## src/rtl/score_keeper_if.sv

```systemverilog
// score_keeper_if: game-control inputs and scoreboard/ball-control outputs of score_keeper.
interface score_keeper_if;
   logic       frame_tick;
   logic       start;
   logic       goal_player;
   logic       goal_ai;
   logic [3:0] player_score;
   logic [3:0] ai_score;
   logic       serve;
   logic       serve_dir;
   logic       freeze;
   logic       game_over;
   logic       winner;
   modport master (output frame_tick, start, goal_player, goal_ai,
                   input player_score, ai_score, serve, serve_dir, freeze, game_over, winner);
   modport slave  (input frame_tick, start, goal_player, goal_ai,
                   output player_score, ai_score, serve, serve_dir, freeze, game_over, winner);
endinterface

```

## src/rtl/score_keeper.sv

```systemverilog
// score_keeper: pong game sequencer; tracks scores, times the pause before each serve,
// and declares a winner when either side reaches WIN_SCORE.
module score_keeper #(
   parameter int WIN_SCORE    = 9,
   parameter int PAUSE_FRAMES = 60
) (
   input  logic         VGA_CLK,
   input  logic         resetn,
   score_keeper_if.slave sk
);
   typedef enum logic [2:0] {IDLE, PAUSE, SERVE, PLAY, OVER} state_t;

   localparam logic [3:0] WIN = 4'(WIN_SCORE);
   localparam logic [7:0] PF  = 8'(PAUSE_FRAMES);

   state_t     state_q, state_d;
   logic [7:0] cnt_q, cnt_d;
   logic [3:0] p_q, p_d, a_q, a_d;
   logic       serve_q, serve_d, dir_q, dir_d, freeze_q, freeze_d;
   logic       over_q, over_d, win_q, win_d;

   always_comb begin
      state_d = state_q;
      cnt_d   = cnt_q;
      p_d     = p_q;
      a_d     = a_q;
      dir_d   = dir_q;
      win_d   = win_q;
      serve_d = 1'b0;
      case (state_q)
         IDLE:
            if (sk.start) begin
               p_d     = '0;
               a_d     = '0;
               cnt_d   = '0;
               state_d = PAUSE;
            end
         PAUSE:
            if (sk.frame_tick) begin
               cnt_d = cnt_q + 8'd1;
               if (cnt_q + 8'd1 == PF) begin
                  state_d = SERVE;
                  serve_d = 1'b1;
               end
            end
         SERVE: state_d = PLAY;
         PLAY: begin
            // any goal restarts the pause from zero, so a coincident frame_tick is not counted
            if (sk.goal_player || sk.goal_ai) begin
               cnt_d   = '0;
               state_d = PAUSE;
            end
            if (sk.goal_player && !sk.goal_ai) begin
               p_d   = p_q + 4'd1;
               dir_d = 1'b1;
               if (p_q + 4'd1 == WIN) begin
                  state_d = OVER;
                  win_d   = 1'b1;
               end
            end else if (sk.goal_ai && !sk.goal_player) begin
               a_d   = a_q + 4'd1;
               dir_d = 1'b0;
               if (a_q + 4'd1 == WIN) begin
                  state_d = OVER;
                  win_d   = 1'b0;
               end
            end
         end
         OVER:
            if (sk.start) begin
               p_d     = '0;
               a_d     = '0;
               cnt_d   = '0;
               win_d   = 1'b0;
               dir_d   = 1'b0;
               state_d = PAUSE;
            end
         default: state_d = IDLE;
      endcase
      freeze_d = state_d != PLAY;
      over_d   = state_d == OVER;
   end

   always_ff @(posedge VGA_CLK) begin
      if (!resetn) begin
         state_q  <= IDLE;
         cnt_q    <= '0;
         p_q      <= '0;
         a_q      <= '0;
         serve_q  <= 1'b0;
         dir_q    <= 1'b0;
         freeze_q <= 1'b1;
         over_q   <= 1'b0;
         win_q    <= 1'b0;
      end else begin
         state_q  <= state_d;
         cnt_q    <= cnt_d;
         p_q      <= p_d;
         a_q      <= a_d;
         serve_q  <= serve_d;
         dir_q    <= dir_d;
         freeze_q <= freeze_d;
         over_q   <= over_d;
         win_q    <= win_d;
      end
   end

   assign sk.player_score = p_q;
   assign sk.ai_score     = a_q;
   assign sk.serve        = serve_q;
   assign sk.serve_dir    = dir_q;
   assign sk.freeze       = freeze_q;
   assign sk.game_over    = over_q;
   assign sk.winner       = win_q;
endmodule
```

## src/flat_wrapper.sv

```systemverilog
// flat-port wrapper written by rule: the top's interface ports become plain ports
module score_keeper_flat 
#(
   parameter int WIN_SCORE    = 9,
   parameter int PAUSE_FRAMES = 60
)
  (VGA_CLK, resetn, sk_frame_tick, sk_start, sk_goal_player, sk_goal_ai, sk_player_score, sk_ai_score, sk_serve, sk_serve_dir, sk_freeze, sk_game_over, sk_winner);
  score_keeper_if sk_i ();
  input  logic VGA_CLK;
  input  logic resetn;
  input wire logic [$bits(sk_i.frame_tick)-1:0] sk_frame_tick;
  input wire logic [$bits(sk_i.start)-1:0] sk_start;
  input wire logic [$bits(sk_i.goal_player)-1:0] sk_goal_player;
  input wire logic [$bits(sk_i.goal_ai)-1:0] sk_goal_ai;
  output wire logic [$bits(sk_i.player_score)-1:0] sk_player_score;
  output wire logic [$bits(sk_i.ai_score)-1:0] sk_ai_score;
  output wire logic [$bits(sk_i.serve)-1:0] sk_serve;
  output wire logic [$bits(sk_i.serve_dir)-1:0] sk_serve_dir;
  output wire logic [$bits(sk_i.freeze)-1:0] sk_freeze;
  output wire logic [$bits(sk_i.game_over)-1:0] sk_game_over;
  output wire logic [$bits(sk_i.winner)-1:0] sk_winner;
  assign sk_i.frame_tick = sk_frame_tick;
  assign sk_i.start = sk_start;
  assign sk_i.goal_player = sk_goal_player;
  assign sk_i.goal_ai = sk_goal_ai;
  assign sk_player_score = sk_i.player_score;
  assign sk_ai_score = sk_i.ai_score;
  assign sk_serve = sk_i.serve;
  assign sk_serve_dir = sk_i.serve_dir;
  assign sk_freeze = sk_i.freeze;
  assign sk_game_over = sk_i.game_over;
  assign sk_winner = sk_i.winner;
  score_keeper #(.WIN_SCORE(WIN_SCORE), .PAUSE_FRAMES(PAUSE_FRAMES)) u_core (.VGA_CLK(VGA_CLK), .resetn(resetn), .sk(sk_i));
endmodule
```

## config.mk

```make
export PLATFORM = sky130hd
export DESIGN_NAME = score_keeper_flat
export DESIGN_NICKNAME = d
export VERILOG_FILES = /design/src/rtl/score_keeper_if.sv /design/src/rtl/score_keeper.sv /design/src/flat_wrapper.sv
export SDC_FILE = /design/constraint.sdc
export NUM_CORES = 1
export LEC_CHECK = 0
export CORE_ASPECT_RATIO = 1.75
export CORE_UTILIZATION = 47
export DETAILED_ROUTE_END_ITERATION = 8
export PLACE_DENSITY = 0.66
export SETUP_SLACK_MARGIN = 0.1
export SLEW_MARGIN = 20
export SYNTH_ARGS = -nofsm -noshare
export SYNTH_HDL_FRONTEND = slang
export SYNTH_SLANG_ARGS = --single-unit
export TNS_END_PERCENT = 50
```

## constraint.sdc

```tcl
create_clock -name VGA_CLK -period 2.1 [get_ports VGA_CLK]
set_clock_uncertainty 0.2 [all_clocks]
set_input_delay 0.525 -clock VGA_CLK [delete_from_list [all_inputs] [get_ports VGA_CLK]]
set_output_delay 0.525 -clock VGA_CLK [all_outputs]
set_load 0.02 [all_outputs]
```

* Yosys cells after proc, flatten, opt, wreduce, memory -nomap -nowiden *
Index checks and enable logic that the tools add are counted.

operators by class
  add/sub/neg operators = 3
  multiply operators = 0
  divide/modulo/power cells = 0
  $lt $le $gt $ge = 0
  equality and inequality tests = 19
  shift operators = 0
  multiplexer cells = 29
  bitwise logic cells = 0
  reduce and logical (&&, ||, !) cells = 16

operators with widths
  kind                                           count
  2-to-1 mux 3 bit                               8
  2-to-1 mux 8 bit                               3
  one-hot mux 8 bit (3 select lines)             1
  2-to-1 mux 4 bit                               4
  one-hot mux 4 bit (2 select lines)             2
  one-hot mux 3 bit (4 select lines)             1
  AND reduction 3 bit                            3
  adder 4 x 1 -> 4 bit, second input constant    2
  adder 8 x 1 -> 8 bit, second input constant    1
  == test 4 bit, second input constant           2
  == test 8 x 6 -> 1 bit, second input constant  1
  2-to-1 mux 1 bit                               8
  != test 2 x 1 -> 1 bit, second input constant  4
  AND reduction 4 bit                            2
  == test 3 x 2 -> 1 bit, second input constant  2
  == test 3 bit, second input constant           2
  != test 2 bit, second input constant           3
  != test 3 x 1 -> 1 bit, second input constant  2
  AND reduction 5 bit                            1
  one-hot mux 1 bit (2 select lines)             2
  nonzero test 2 bit                             2
  == test 3 x 1 -> 1 bit, second input constant  1
  logical NOT 3 bit                              1
  != test 3 x 2 -> 1 bit, second input constant  1
  other kinds (6)                                8

word-level totals
  register bits after elaboration = 24
  bits in latches = 0
  bits in writable memories = 0
  memory bits (read-only) = 0
  input bits = 6
  output and inout bits = 13
  logic and storage cells = 76
  memories = 0

* Depth between registers and ports, before layout *
Gate-level depths: netlist of run 1.

  word-level depth = 7
  gate-level depth with buffers = 6
  depth with buffers taken out = 6

* Worst setup path before layout of run 1 *
No wires, ideal clock.

  path type = reg-to-reg
  start = register u_core.a_q[0], in the netlist u_core.sk.ai_score[0]
  end = register u_core.state_q[0]
  setup time = 101 ps
  arrival = 1459 ps
  setup slack = 340 ps
  stages on the path, launching flop included = 6
  buffers on the path = 0
  clock period less this slack = 1760 ps
  cell sequence = dfxtp_1 -> ha_1 -> or2_2 -> o21ai_0 -> a41o_1 -> o41ai_1

on the way
  longest elaborated chain between the ends = 6

ends and longest elaborated chain
  item                                line                source
  start: declaration                  score_keeper.sv:18  logic [3:0] p_q, p_d, a_q, a_d;
  start signal: assignment            score_keeper.sv:89  a_q <= '0;
  start signal: assignment            score_keeper.sv:99  a_q <= a_d;
  adder 4 x 1 -> 4 bit                score_keeper.sv:63  if (a_q + 4'd1 == WIN) begin
  == test 4 bit                       score_keeper.sv:63
  2-to-1 mux 3 bit                    score_keeper.sv:63
  2-to-1 mux 3 bit                    score_keeper.sv:60  end else if (sk.goal_ai && !sk.goal_player) begin
  2-to-1 mux 3 bit                    score_keeper.sv:53  if (sk.goal_player && !sk.goal_ai) begin
  one-hot mux 3 bit (4 select lines)  score_keeper.sv:30  case (state_q)
  end signal: assignment              score_keeper.sv:96  state_q <= state_d;
  end: declaration                    score_keeper.sv:16  state_t state_q, state_d;

Every way passes these cells.
A chain may end at the register's enable or synchronous reset.

* Worst setup path after layout of run 1 *
  start = register u_core.win_q, in the netlist u_core.sk.winner
  end = output sk_winner

RTL lines
  item                      line                 source
  start: declaration        score_keeper.sv:20   logic over_q, over_d, win_q, win_d;
  start signal: assignment  score_keeper.sv:104  win_q <= win_d;
  end: declaration          flat_wrapper.sv:21   output wire logic [$bits(sk_i.winner)-1:0] sk_winner;

No word-level cell between the ends.

==> impl_metrics.py, run 1 <==
metrics = {
    "status": {
        "outcome": "finished with violations",
        "violations": "design-rule violations",
    },
    "drt": {
        "drc": 2,
        "highest_layer": "met4",
        "first_pass_iters": 6,
        "wl_met2_microns": 1900,
        "routed_wl_microns": 3550,
        "wire_per_inst_microns": 15.7,
        "drtIter0Drc": 55,
        "ant_nets": 0,
        "vias": 1406,
        "viasPerCell": 6.22,
        "met3_length_microns": 118,
        "wl_met1_microns": 1450,
    },
    "place": {
        "io_buffers": 18,
        "place_area_sq_mm": 0.00169,
        "post-place-ws_ns": -0.239,
        "gp_congestion": 0.893,
        "hpwlAfterDp_microns": 2690,
    },
    "setup_path": {
        "crit_family": "buffers and inverters",
        "crit_chain": "clkdlybuf4s50_1",
        "path_buf_inv": 1,
        "worst_setup_path_start_kind": "flop",
        "cp.arrival_ns": 1.24,
        "crit_path_end_kind": "primary output",
        "slowest_delay_ns": 0.61,
        "crit_required_ns": 1.37,
        "critPathKind": "flop to primary output",
        "crit_slowest_cell": "clkdlybuf4s50_1",
        "path_max_fanout": 3,
    },
    "sta": {
        "fmax_mhz": 509,
        "final.setup.tns_ns": 0,
        "finalHoldViolCount": 0,
        "slew_headroom_pct": 75.6,
        "min_period_ns": 1.96,
        "worst_pin_slew_ns": 0.363,
        "rsz0062_at_grt": "true",
        "fin_ws_ns": 0.136,
        "timing.final.crit_share_pct": 93.5,
        "setup_violations": 0,
        "drv_slew": 0,
    },
    "clock_network": {
        "clkLatencyLatePin_ns": 0.27,
        "cts_max_path_buffers": 2,
        "hold_buffers": 0,
        "cts_setup_buffers": 0,
        "h-tree-depth": 1,
        "clock_sinks": 24,
        "cts_tree": "done",
        "clockRootBuffer": "clkbuf_8",
        "cts_buffers": 3,
        "clk_pin_slew_ns": 0.08,
    },
    "layout": {
        "final_area_sq_mm": 0.00175,
        "layout-drive-gt1-share_pct": 14.6,
        "syn2layout_area_growth_pct": 24.4,
        "utilization_pct": 62.8,
        "n_antenna_cell": 0,
        "fin_nets": 212,
    },
    "logic_synthesis": {
        "syn-instance-count": 170,
        "synth_fp_nets": 181,
        "yosys.area.top_type": "dfxtp_1",
        "seq_area_frac_synth_pct": 34.2,
        "synth_ff_type": "dfxtp_1",
        "synthXorXnorAreaFrac_pct": 1.25,
        "synth_edf_count": 0,
        "avgSynthCellArea_sq_um": 8.27,
        "yosys-top-cells-area": "dfxtp_1 34%, a21oi_1 7.1%, ha_1 4.5%, nor2_1 4.3%, o21ai_0 3.6%",
        "synth_compound_area_share_pct": 27.1,
        "synth_fa_ha_area_share_pct": 4.45,
        "synth_cell_type_count": 49,
        "synthTopCellsByCount": "24 x dfxtp_1, 20 x a21oi_1, 16 x nor2_1",
        "synth_area_sq_mm": 0.00141,
        "synth.most_common_cell": "dfxtp_1",
        "synthMuxAreaShare_pct": 0,
        "ys_ff_latch": 24,
        "synth_top_area_share_pct": 34.2,
        "yosys.area_share.simple_pct": 29.6,
        "yosysWarnings": 0,
        "synthArstFlopShare_pct": 0,
        "synth_top_family_by_area": "simple AND/OR/NAND/NOR gates",
    },
    "grt": {
        "grt_max_degree": 13,
        "grt_pass1_wl_microns": 5960,
        "antenna_found_initial": 0,
        "grt_pass1_vias": 1323,
        "grtUsageTotal_pct": 24.2,
        "grt_overflow_total": 0,
    },
    "job": {
        "cap_violations": 0,
    },
    "pwr": {
        "ir_worst_vdd_uv": 408,
        "power_density_mw_per_mm2": 489,
        "power_leakage_nw": 0.709,
        "power_w": 0.000855,
    },
    "floorplan": {
        "fp.dieH_microns": 74.3,
        "die_w_microns": 43.3,
        "start_util_pct": 50.5,
        "rows": 25,
        "core-area_sq_mm": 0.00278,
        "dieArea_sq_mm": 0.00322,
        "io_pins": 19,
    },
    "hold_path": {
        "hp-class": "flop to flop",
    },
}
-- layout by cell type (no fill, tap or decap), types with 4 or more instances in the layout --
cell type,netlist,routed
clkdlybuf4s50_1,0,8
and2_1,4,4
and3_1,4,4
o21ai_0,10,9
nand3_1,5,5
inv_1,6,6
buf_4,0,13
a21oi_1,20,20
ha_1,5,5
nor2b_1,4,4
dfxtp_1,24,24
dlygate4sd2_1,0,7
nand2_1,10,10
nor2_1,16,16
nor3_1,8,8
-- flip-flops by register name, indices dropped and copies added, names as in the netlist --
signal                  flops
u_core.cnt_q                8
u_core.sk.ai_score          4
u_core.sk.player_score      4
u_core.state_q              3
u_core.sk.freeze            1
u_core.sk.game_over         1
u_core.sk.serve             1
u_core.sk.serve_dir         1
u_core.sk.winner            1
-- timing repair --
action,in CTS,in global routing
resized for setup,7,6
pin swaps,1,0
endpoints found under the setup margin,18,12
endpoints found under the hold margin,0,0
-- metrics by stage --
stage	instances	hold slack [ns]
after detailed placement	223	0.283
after global routing	226	0.347
after floorplan	170	0.288
after global placement	223	0.273
final	226	0.298
after CTS	226	0.309
-- layout make-up --
cell class / count / area [sq um]
repair buffers: 31 / 277
flip-flops and latches: 24 / 480
multi-input cells: 134 / 890
well taps: 27 / 33.8
fillers: 255 / 1040
inverters: 7 / 26.3
clock buffers: 3 / 41.3
-- metal layers --
metal  vias up  track usage, %
li1        689               -
met1       663            27.0
met2        45            44.6
met3         9            1.70
met4         0            12.8
met5         -               0
-- kinds of logic after synthesis --
logic type,count (synthesis)
AO/OA/AOI/OAI,55
XOR/XNOR,2
adder cells (fa/ha/maj),5
buffers and inverters,12
flip-flops,24
AND/OR/NAND/NOR,72
-- path summary, 6_finish.rpt --
kind         slack [ns]                   from  cells after the start             endpoint
max                0.14       u_core.sk.winner                      1            sk_winner
min                0.30    u_core.sk.serve_dir                      2  u_core.sk.serve_dir
max reg2reg        0.29  u_core.sk.ai_score[0]                      5    u_core.state_q[0]
min reg2reg        0.30    u_core.sk.serve_dir                      2  u_core.sk.serve_dir
-- power breakdown --
group          leakage, nW  switching, W  internal (W)  total, W
sequential           0.194    0.00000817      0.000458  0.000467
combinational        0.493     0.0000622     0.0000498  0.000112
clock               0.0216      0.000147      0.000129  0.000276
Note: power is estimated with default switching activity, not from simulation.
==> run 2: changes to the inputs <==
- CORE_MARGIN: default -> 1
==> results of run 2 <==
No change in the layout: final DEF, timing and power equal those of run 1.
==> run 3: changes to the inputs <==
- CORE_ASPECT_RATIO: 1.75 -> 1.1
==> impl_metrics.py, run 3 (synthesized netlist as in run 1, its figures left out) <==
metrics = {
    "drt": {
        "drtIter0Drc": 49,
        "wire_per_inst_microns": 14.7,
        "drc": 0,
        "ant_nets": 0,
        "first_pass_iters": 4,
        "routed_wl_microns": 3420,
        "vias": 1368,
        "viasPerCell": 5.87,
    },
    "pwr": {
        "ir_worst_vdd_uv": 348,
        "power_leakage_nw": 0.736,
        "power_density_mw_per_mm2": 518,
        "power_w": 0.000920,
    },
    "layout": {
        "final_cell_mix": "24 x dfxtp_1, 20 x a21oi_1, 16 x nor2_1, 13 x buf_4, 10 x nand2_1",
        "fin_nets": 212,
        "final_area_sq_mm": 0.00178,
        "largest_reg_flops": 8,
        "layout-drive-gt1-share_pct": 15.5,
        "regArea_sq_um": 480,
        "final_common_cell": "dfxtp_1",
        "multiInputGateArea_sq_um": 896,
        "regMostFlops": "u_core.cnt_q",
        "syn2layout_area_growth_pct": 26.5,
        "utilization_pct": 63.4,
        "n_antenna_cell": 0,
        "final_cells": 233,
        "nFillCells": 266,
    },
    "setup_path": {
        "rrSetupSlack_ns": 0.16,
        "path_buf_inv": 1,
        "crit_slowest_cell": "clkdlybuf4s50_1",
        "cp.arrival_ns": 2.05,
        "crit_path_end_kind": "flop",
        "path_max_fanout": 8,
        "slowest_delay_ns": 0.46,
        "worst_setup_path_start_kind": "input pin",
        "critPathKind": "input pin to flop",
        "crit_chain": "clkdlybuf4s50_1, or3b_4, a41oi_4, a21oi_2, a211oi_2",
        "crit_required_ns": 2.15,
        "crit_family": "compound AO/OA/AOI/OAI gates",
    },
    "clock_network": {
        "hold_buffers": 0,
        "clkLatencyLatePin_ns": 0.32,
        "clk_pin_slew_ns": 0.13,
        "cts_max_path_buffers": 2,
        "cts_tree": "done",
        "clock_sinks": 24,
        "clockRootBuffer": "clkbuf_4",
        "h-tree-depth": 1,
        "cts_setup_buffers": 0,
        "cts_buffers": 3,
    },
    "floorplan": {
        "fp.dieH_microns": 59.3,
        "rows": 20,
        "dieArea_sq_mm": 0.00321,
        "io_pins": 19,
        "die_w_microns": 54.1,
        "core-area_sq_mm": 0.00280,
        "start_util_pct": 50.1,
    },
    "place": {
        "hpwlAfterDp_microns": 2570,
        "gp_congestion": 0.887,
        "io_buffers": 18,
        "dp_cells": 229,
        "place_area_sq_mm": 0.00170,
    },
    "status": {
        "outcome": "finished clean",
    },
    "sta": {
        "timing.final.crit_share_pct": 95.5,
        "holdWs_ns": 0.318,
        "drv_slew": 0,
        "fmax_mhz": 499,
        "slew_headroom_pct": 68.0,
        "min_period_ns": 2.01,
        "finalHoldViolCount": 0,
        "worst_pin_slew_ns": 0.478,
        "rsz0062_at_grt": "true",
        "setup_violations": 0,
    },
    "hold_path": {
        "hp-class": "flop to flop",
    },
    "grt": {
        "grt_max_degree": 15,
        "grt_pass1_wl_microns": 5330,
        "antenna_found_initial": 0,
        "grt_overflow_total": 0,
        "grt_pass1_vias": 1199,
        "grtUsageTotal_pct": 22.2,
    },
    "job": {
        "cap_violations": 0,
    },
}
-- run 3: cell count changes in the layout (fill, tap and decap cells not counted), moves of 2 or more --
cell,change
dlymetal6s2s_1,+2
clkbuf_8,-3
clkbuf_4,+3
clkdlybuf4s50_1,-2
-- run 3: cell type report --
type                       count  area share, %
multi-input combinational    134           50.4
sequential                    24           27.0
timing repair buffer          31           15.8
tap                           33           2.32
clock inverter                 1           1.69
inverter                       7           1.48
clock buffer                   3           1.27
-- run 3: worst paths after layout --
check                                          from                  end  cells past startpoint
worst max-delay path                     sk_goal_ai      u_core.cnt_q[3]                      5
worst min-delay path            u_core.sk.serve_dir  u_core.sk.serve_dir                      2
worst max register to register    u_core.state_q[1]      u_core.cnt_q[3]                      4
worst min register to register  u_core.sk.serve_dir  u_core.sk.serve_dir                      2
-- run 3: per-stage QoR --
stage,setup TNS [ns],worst slack [ns]
2_1_floorplan,0,0.340
3_3_place_gp,-2.05,-0.185
3_5_place_dp,-2.63,-0.253
4_1_cts,0,0.0163
5_1_grt,0,0.0641
6_report,0,0.0947
-- run 3: worst min-delay path, stage by stage, from the launching register on --
cell and delay [ns]:
dfxtp_1 0.36, a21oi_1 0.07, nor2_1 0.07
-- run 3: timing repair --
action | in CTS | in global routing
setup endpoints to repair | 14 | 12
pin swaps | 0 | 1
resized for setup | 7 | 9
-- run 3: where the power goes --
| group | leakage (nW) | total [W] | switching (W) | internal (W) |
|---|---|---|---|---|
| registers | 0.194 | 0.000467 | 0.00000733 | 0.000459 |
| logic | 0.514 | 0.000116 | 0.0000629 | 0.0000526 |
| clock network | 0.0279 | 0.000338 | 0.000145 | 0.000193 |
| total | 0.736 | 0.000920 | 0.000216 | 0.000705 |
-- run 3: per-layer routing --
layer	global-route usage (%)	routed length (microns)	part of all wire (%)
met1	30.0	1640	48
met2	37.5	1630	48
met3	2.31	131	3.8
met4	4.76	19	0.56
met5	0	0	0
